===== config.mk =====
export PLATFORM = sky130hd
export DESIGN_NAME = decade_2421_decoder_monitor
export DESIGN_NICKNAME = d
export VERILOG_FILES = /design/src/rtl/decade_2421_decoder_monitor.sv
export SDC_FILE = /design/constraint.sdc
export NUM_CORES = 1
export LEC_CHECK = 0
export BUFFER_PORTS_ARGS = -buffer_cell sky130_fd_sc_hd__buf_2
export CORE_MARGIN = 10
export CORE_UTILIZATION = 45
export DETAILED_ROUTE_END_ITERATION = 7
export GPL_ROUTABILITY_DRIVEN = 0
export PLACE_DENSITY = 0.77
export SKIP_LAST_GASP = 1
export SLEW_MARGIN = 40
export SYNTH_ARGS = -nofsm -noshare
export SYNTH_HDL_FRONTEND = slang
export SYNTH_SLANG_ARGS = --single-unit

===== constraint.sdc =====
create_clock -name CLK -period 2.9 [get_ports CLK]
set_input_delay 0.435 -clock CLK [delete_from_list [all_inputs] [get_ports CLK]]
set_output_delay 0.435 -clock CLK [all_outputs]
set_load 0.02 [all_outputs]

===== src/rtl/decade_2421_decoder_monitor.sv =====
// ============================================================================
// decade_2421_decoder_monitor
// ----------------------------------------------------------------------------
// Receive-side companion of a 2421 (Aiken) decade counter. Decodes a 2421
// digit stream back to BCD, flags illegal codes, checks that successive legal
// digits advance by +1 mod 10, and reports lock status, a 9->0 wrap count and
// a saturating error count. All outputs are registered (one cycle latency).
//
// Configuration macro: DEC2421_SEQ_CHECK_EN
//   defined   : ACQUIRE/TRACK/LOCK sequence FSM, SEQ_ERR, LOCK_N qualification.
//   undefined : no FSM; SEQ_ERR tied 0; LOCKED set by any legal code and
//               cleared by an illegal one; ERR_CNT counts code errors only;
//               WRAP_CNT counts a legal 9 directly followed by a legal 0.
//
// Parameters
//   CNT_W   width of WRAP_CNT (wraps modulo 2^CNT_W)
//   ERR_W   width of ERR_CNT (saturates at all-ones)
//   LOCK_N  consecutive in-sequence digits needed to assert LOCKED (>=1)
//
// Ports
//   CLK        in   clock, rising edge
//   RESET      in   synchronous reset, active low
//   IN_VALID   in   IN_CODE is sampled this cycle
//   IN_CODE    in   2421 digit [3:0]
//   BCD        out  decoded digit (holds on gaps and illegal codes)
//   BCD_VALID  out  1-cycle pulse: BCD updated from a legal code
//   CODE_ERR   out  1-cycle pulse: illegal code received
//   SEQ_ERR    out  1-cycle pulse: legal code that is not prev+1 mod 10
//   LOCKED     out  level: stream is in sequence
//   WRAP_CNT   out  count of in-sequence 9->0 transitions
//   ERR_CNT    out  saturating count of CODE_ERR + SEQ_ERR events
// ============================================================================
module decade_2421_decoder_monitor #(
    parameter int CNT_W  = 8,
    parameter int ERR_W  = 8,
    parameter int LOCK_N = 3
) (
    input  logic             CLK,
    input  logic             RESET,
    input  logic             IN_VALID,
    input  logic [3:0]       IN_CODE,
    output logic [3:0]       BCD,
    output logic             BCD_VALID,
    output logic             CODE_ERR,
    output logic             SEQ_ERR,
    output logic             LOCKED,
    output logic [CNT_W-1:0] WRAP_CNT,
    output logic [ERR_W-1:0] ERR_CNT
);

    localparam logic [CNT_W-1:0] WRAP_ONE = CNT_W'(1);
    localparam logic [ERR_W-1:0] ERR_ONE  = ERR_W'(1);
    localparam logic [ERR_W-1:0] ERR_MAX  = {ERR_W{1'b1}};

    // Returns {legal, digit}; illegal codes return legal=0, digit=0.
    function automatic logic [4:0] decode_2421(input logic [3:0] code);
        logic [4:0] res;
        case (code)
            4'b0000: res = {1'b1, 4'd0};
            4'b0001: res = {1'b1, 4'd1};
            4'b0010: res = {1'b1, 4'd2};
            4'b0011: res = {1'b1, 4'd3};
            4'b0100: res = {1'b1, 4'd4};
            4'b1011: res = {1'b1, 4'd5};
            4'b1100: res = {1'b1, 4'd6};
            4'b1101: res = {1'b1, 4'd7};
            4'b1110: res = {1'b1, 4'd8};
            4'b1111: res = {1'b1, 4'd9};
            default: res = {1'b0, 4'd0};
        endcase
        return res;
    endfunction

    // Successor digit modulo 10.
    function automatic logic [3:0] next_digit(input logic [3:0] d);
        logic [3:0] res;
        if (d == 4'd9) begin
            res = 4'd0;
        end else begin
            res = d + 4'd1;
        end
        return res;
    endfunction

    // Saturating increment of the error counter.
    function automatic logic [ERR_W-1:0] err_inc(input logic [ERR_W-1:0] c);
        logic [ERR_W-1:0] res;
        if (c == ERR_MAX) begin
            res = c;
        end else begin
            res = c + ERR_ONE;
        end
        return res;
    endfunction

    logic             dec_legal_s;
    logic [3:0]       dec_val_s;
    logic             wrap_edge_s;

    logic [3:0]       bcd_q,       bcd_d;
    logic             bcd_valid_q, bcd_valid_d;
    logic             code_err_q,  code_err_d;
    logic             seq_err_q,   seq_err_d;
    logic             locked_q,    locked_d;
    logic [CNT_W-1:0] wrap_q,      wrap_d;
    logic [ERR_W-1:0] err_q,       err_d;
    logic [3:0]       ref_q,       ref_d;

    assign {dec_legal_s, dec_val_s} = decode_2421(IN_CODE);
    // A 9 followed by 0 is always the in-sequence successor of 9.
    assign wrap_edge_s = (ref_q == 4'd9) && (dec_val_s == 4'd0);

`ifdef DEC2421_SEQ_CHECK_EN

    localparam int GOOD_W = $clog2(LOCK_N + 1);
    localparam logic [GOOD_W-1:0] GOOD_ONE = GOOD_W'(1);
    localparam logic [GOOD_W-1:0] GOOD_PRE = GOOD_W'(LOCK_N - 1);
    localparam logic [GOOD_W-1:0] GOOD_MAX = GOOD_W'(LOCK_N);

    localparam logic [1:0] ST_ACQUIRE = 2'd0;
    localparam logic [1:0] ST_TRACK   = 2'd1;
    localparam logic [1:0] ST_LOCK    = 2'd2;

    logic [1:0]        state_q, state_d;
    logic [GOOD_W-1:0] good_q,  good_d;
    logic              in_seq_s;

    assign in_seq_s = (dec_val_s == next_digit(ref_q));

    // Next-state logic: decode, sequence FSM and counters.
    always_comb begin
        bcd_d       = bcd_q;
        bcd_valid_d = 1'b0;
        code_err_d  = 1'b0;
        seq_err_d   = 1'b0;
        wrap_d      = wrap_q;
        err_d       = err_q;
        ref_d       = ref_q;
        state_d     = state_q;
        good_d      = good_q;
        if (IN_VALID) begin
            if (!dec_legal_s) begin
                code_err_d = 1'b1;
                err_d      = err_inc(err_q);
                state_d    = ST_ACQUIRE;
                good_d     = {GOOD_W{1'b0}};
            end else begin
                bcd_d       = dec_val_s;
                bcd_valid_d = 1'b1;
                ref_d       = dec_val_s;
                case (state_q)
                    ST_ACQUIRE: begin
                        good_d = GOOD_ONE;
                        if (LOCK_N == 1) begin
                            state_d = ST_LOCK;
                        end else begin
                            state_d = ST_TRACK;
                        end
                    end
                    ST_TRACK, ST_LOCK: begin
                        if (in_seq_s) begin
                            if (wrap_edge_s) begin
                                wrap_d = wrap_q + WRAP_ONE;
                            end else begin
                                wrap_d = wrap_q;
                            end
                            // good saturates at LOCK_N once the stream has locked
                            if (good_q >= GOOD_PRE) begin
                                good_d  = GOOD_MAX;
                                state_d = ST_LOCK;
                            end else begin
                                good_d  = good_q + GOOD_ONE;
                                state_d = ST_TRACK;
                            end
                        end else begin
                            seq_err_d = 1'b1;
                            err_d     = err_inc(err_q);
                            good_d    = GOOD_ONE;
                            state_d   = ST_TRACK;
                        end
                    end
                    default: begin
                        state_d = ST_ACQUIRE;
                        good_d  = {GOOD_W{1'b0}};
                    end
                endcase
            end
        end else begin
            state_d = state_q;
        end
        locked_d = (state_d == ST_LOCK);
    end

    // FSM state and in-sequence run length.
    always_ff @(posedge CLK) begin
        if (!RESET) begin
            state_q <= ST_ACQUIRE;
            good_q  <= {GOOD_W{1'b0}};
        end else begin
            state_q <= state_d;
            good_q  <= good_d;
        end
    end

`else

    // Tracks whether ref_q holds the directly preceding legal digit; an
    // illegal code breaks the 9->0 pairing just as it clears LOCKED.
    logic have_ref_q, have_ref_d;

    // Next-state logic without sequence checking.
    always_comb begin
        bcd_d       = bcd_q;
        bcd_valid_d = 1'b0;
        code_err_d  = 1'b0;
        seq_err_d   = 1'b0;
        wrap_d      = wrap_q;
        err_d       = err_q;
        ref_d       = ref_q;
        locked_d    = locked_q;
        have_ref_d  = have_ref_q;
        if (IN_VALID) begin
            if (!dec_legal_s) begin
                code_err_d = 1'b1;
                err_d      = err_inc(err_q);
                locked_d   = 1'b0;
                have_ref_d = 1'b0;
            end else begin
                bcd_d       = dec_val_s;
                bcd_valid_d = 1'b1;
                ref_d       = dec_val_s;
                locked_d    = 1'b1;
                have_ref_d  = 1'b1;
                if (have_ref_q && wrap_edge_s) begin
                    wrap_d = wrap_q + WRAP_ONE;
                end else begin
                    wrap_d = wrap_q;
                end
            end
        end else begin
            have_ref_d = have_ref_q;
        end
    end

    // Validity of the reference digit.
    always_ff @(posedge CLK) begin
        if (!RESET) begin
            have_ref_q <= 1'b0;
        end else begin
            have_ref_q <= have_ref_d;
        end
    end

`endif

    // Output and datapath registers.
    always_ff @(posedge CLK) begin
        if (!RESET) begin
            bcd_q       <= 4'd0;
            bcd_valid_q <= 1'b0;
            code_err_q  <= 1'b0;
            seq_err_q   <= 1'b0;
            locked_q    <= 1'b0;
            wrap_q      <= {CNT_W{1'b0}};
            err_q       <= {ERR_W{1'b0}};
            ref_q       <= 4'd0;
        end else begin
            bcd_q       <= bcd_d;
            bcd_valid_q <= bcd_valid_d;
            code_err_q  <= code_err_d;
            seq_err_q   <= seq_err_d;
            locked_q    <= locked_d;
            wrap_q      <= wrap_d;
            err_q       <= err_d;
            ref_q       <= ref_d;
        end
    end

    assign BCD       = bcd_q;
    assign BCD_VALID = bcd_valid_q;
    assign CODE_ERR  = code_err_q;
    assign SEQ_ERR   = seq_err_q;
    assign LOCKED    = locked_q;
    assign WRAP_CNT  = wrap_q;
    assign ERR_CNT   = err_q;

endmodule

==> impl_metrics.toml <==
[outcome]
status = "finished, final reports clean"

[floorplanning]
dieArea_sq_mm = 0.00520
die_y_microns = 72.1
num_rows = 18
design.core.area_sq_mm = 0.00254
start_util_pct = 48.1
io_pins = 31
die_x_microns = 72.1

[worst_hold_path]
worstHoldPathType = "primary input to flip-flop"

[worst_setup_path]
arrival_ns = 1.88
cpMaxStageDelayCell = "or4_1"
critical_path_class = "flip-flop to flip-flop"
cpPeakStageDelay_ns = 0.52
crit_chain = "nor4_4 -> nand3_4 -> or4_1 -> a21oi_1"
crit_fanout = 8
cp-end-kind = "flip-flop"
startpoint_type = "flip-flop"
worst-endpoint-required_ns = 3.14

[clock_network]
cts_root_buffer = "clkbuf_4"
clk_latency_ns = 0.30
cts-htree-levels = 1
cts_tree = "done"
cts_made_buffers = 3
cts-resized-gates = 0
cts_sinks = 23
cts_setup_buffers = 0
clock_path_buffers = 2
clkTransAtPathRegs_ns = 0.13
holdBufCountCts = 0

[layout]
num-fill-cells = 239
insertedDiodeCount = 0
syn_to_final_growth_pct = 14.0
nNetsFinal = 168
layout-drive-gt1-share_pct = 26.6

[yosys]
synth_cell_types = 47
yosys_warnings = 0
synthTopCellsByArea = "dfxtp_1 (38%), mux2i_1 (5.7%), nand2b_1 (4.6%)"
postSynthCellCount = 132
synth_top_area_share_pct = 37.6
synth_area_sq_mm = 0.00122
yosysMostFrequentCell = "dfxtp_1"
yosys.area.top_type = "dfxtp_1"
synth_seq_cells = 23
ys.flop_type = "dfxtp_1"
synth-edff-count = 0
avgSynthCellArea_sq_um = 9.27
async_flop_share_pct = 0
syn-num-nets = 141
ys_seq_area_share_pct = 37.6
synthTopCellsByCount = "dfxtp_1 (23), nand2_1 (13), nand2b_1 (9)"

[global_routing]
grt_pass1_wl_mm = 4.77
grt_max_degree = 20
antenna_found_initial = 0
grt_remaining_overflow = 0
first_global_vias = 1011
grt_use_total_pct = 10.8

[sta]
setup_violations = 0
max_freq_mhz = 609
min_period_over_period_pct = 56.6
finalClockSkew_ns = 0.00669
fin_setup_tns_ns = 0
final_hold_viol_count = 0
min_period_ns = 1.64
slew_viol_final = 0
rsz0062_at_grt = "false"

[power_and_ir_drop]
leakagePower_nw = 0.579
p_total_mw = 0.547
power.density_mw_per_mm2 = 392
ir_drop_mv = 0.280

[routing]
ant_nets = 0
drc = 0
dr_wl_met2_mm = 1.30
dr.max_layer_used = "met4"
drt_iter0_markers = 65
vias = 1071
route.met3.wl_microns = 179
wl_met1_mm = 1.24
vias_per_cell = 5.70
wl_mm = 2.74
avgRoutedWirePerCell_microns = 14.6
drt_first_pass_iters = 6

[job]
maxCapViolations = 0

[place]
place_hpwl_mm = 2.10
io_buffers = 29
kinds of logic (layout without fill, tap and decap cells):
| kind of cell | after synthesis | in the layout | share of synthesized area [%] |
|---|---|---|---|
| mux | 7 | 7 | 5.73 |
| flops | 23 | 23 | 37.6 |
| simple gates | 62 | 62 | 33.8 |
| other cells | 1 | 1 | 0.306 |
| compound gates | 26 | 26 | 15.2 |
| xor+xnor | 2 | 2 | 1.43 |
| buf+inv | 9 | 35 | 3.78 |
| fa+ha+maj | 2 | 2 | 2.04 |
stage by stage:
| step | util [%] | area (sq um) | hold slack (ns) | instances | setup slack, ns |
|---|---|---|---|---|---|
| 4_1_cts | 54.8 | 1400 | 0.475 | 188 | 1.25 |
| 3_5_place_dp | 53.7 | 1370 | 0.480 | 184 | 1.03 |
| 3_3_place_gp | 53.7 | 1370 | 0.465 | 184 | 1.09 |
| 6_report | 54.8 | 1400 | 0.483 | 188 | 1.26 |
| 5_1_grt | 54.8 | 1400 | 0.480 | 188 | 1.10 |
| 2_1_floorplan | - | 1220 | 0.551 | 132 | 1.20 |
flip-flops by register name, summed over array words and instances (netlist names):
signal,count
ERR_CNT,8
WRAP_CNT,8
LOCKED,1
BCD_VALID,1
ref_q,4
CODE_ERR,1
report_power, final:
part / total, mW / internal, mW / switching [mW]
Sequential: 0.329 / 0.323 / 0.00628
Clock: 0.147 / 0.0514 / 0.0958
Combinational: 0.0703 / 0.0249 / 0.0454
Total: 0.547 / 0.399 / 0.147
placed cells by master, fill, tap and decap left out, drive strengths merged, types with 2 or more instances in the layout:
cell type  instances
buf               29
dfxtp             23
nand2             13
nand2b             9
a21oi              8
nor2               7
mux2i              7
nand4              5
nand3              4
o21ai              3
o31ai              3
clkbuf             3
nor4b              3
and2               2
inv                2
a311oi             2
and2b              2
nand3b             2
xor2               2
or4                2
nor3               2
o41ai              2
ha                 2
and3b              2
routing by layer:
metal  GRT usage [%]  vias to the layer above
met5               0                        -
met4            2.58                        0
met3            3.54                        4
met2            17.1                       31
met1            13.6                      501
li1                -                      535
path summary, 6_finish.rpt:
kind | to | slack, ns | start | cells past startpoint
setup / recovery | WRAP_CNT[7] | 1.26 | ref_q[2] | 4
hold reg to reg | WRAP_CNT[7] | 0.50 | WRAP_CNT[7] | 2
hold / removal | ref_q[3] | 0.48 | IN_CODE[3] | 3
setup reg to reg | WRAP_CNT[7] | 1.26 | ref_q[2] | 4
critical path, delay by kind of cell (launching register included):
family,cells,cell delay [ns]
AND/OR/NAND/NOR,3,1.05
flip-flops,1,0.38
AO/OA/AOI/OAI,1,0.15
final cells by class:
| class | instances | area [sq um] | area share (%) |
|---|---|---|---|
| Multi-Input combinational cell | 100 | 717 | 51.4 |
| Sequential cell | 23 | 460 | 33.0 |
| Timing Repair Buffer | 29 | 145 | 10.4 |
| Tap cell | 30 | 37.5 | 2.69 |
| Clock buffer | 3 | 22.5 | 1.61 |
| Inverter | 2 | 7.51 | 0.538 |
| Clock inverter | 1 | 5.00 | 0.359 |
(Power assumes the default switching activity.)
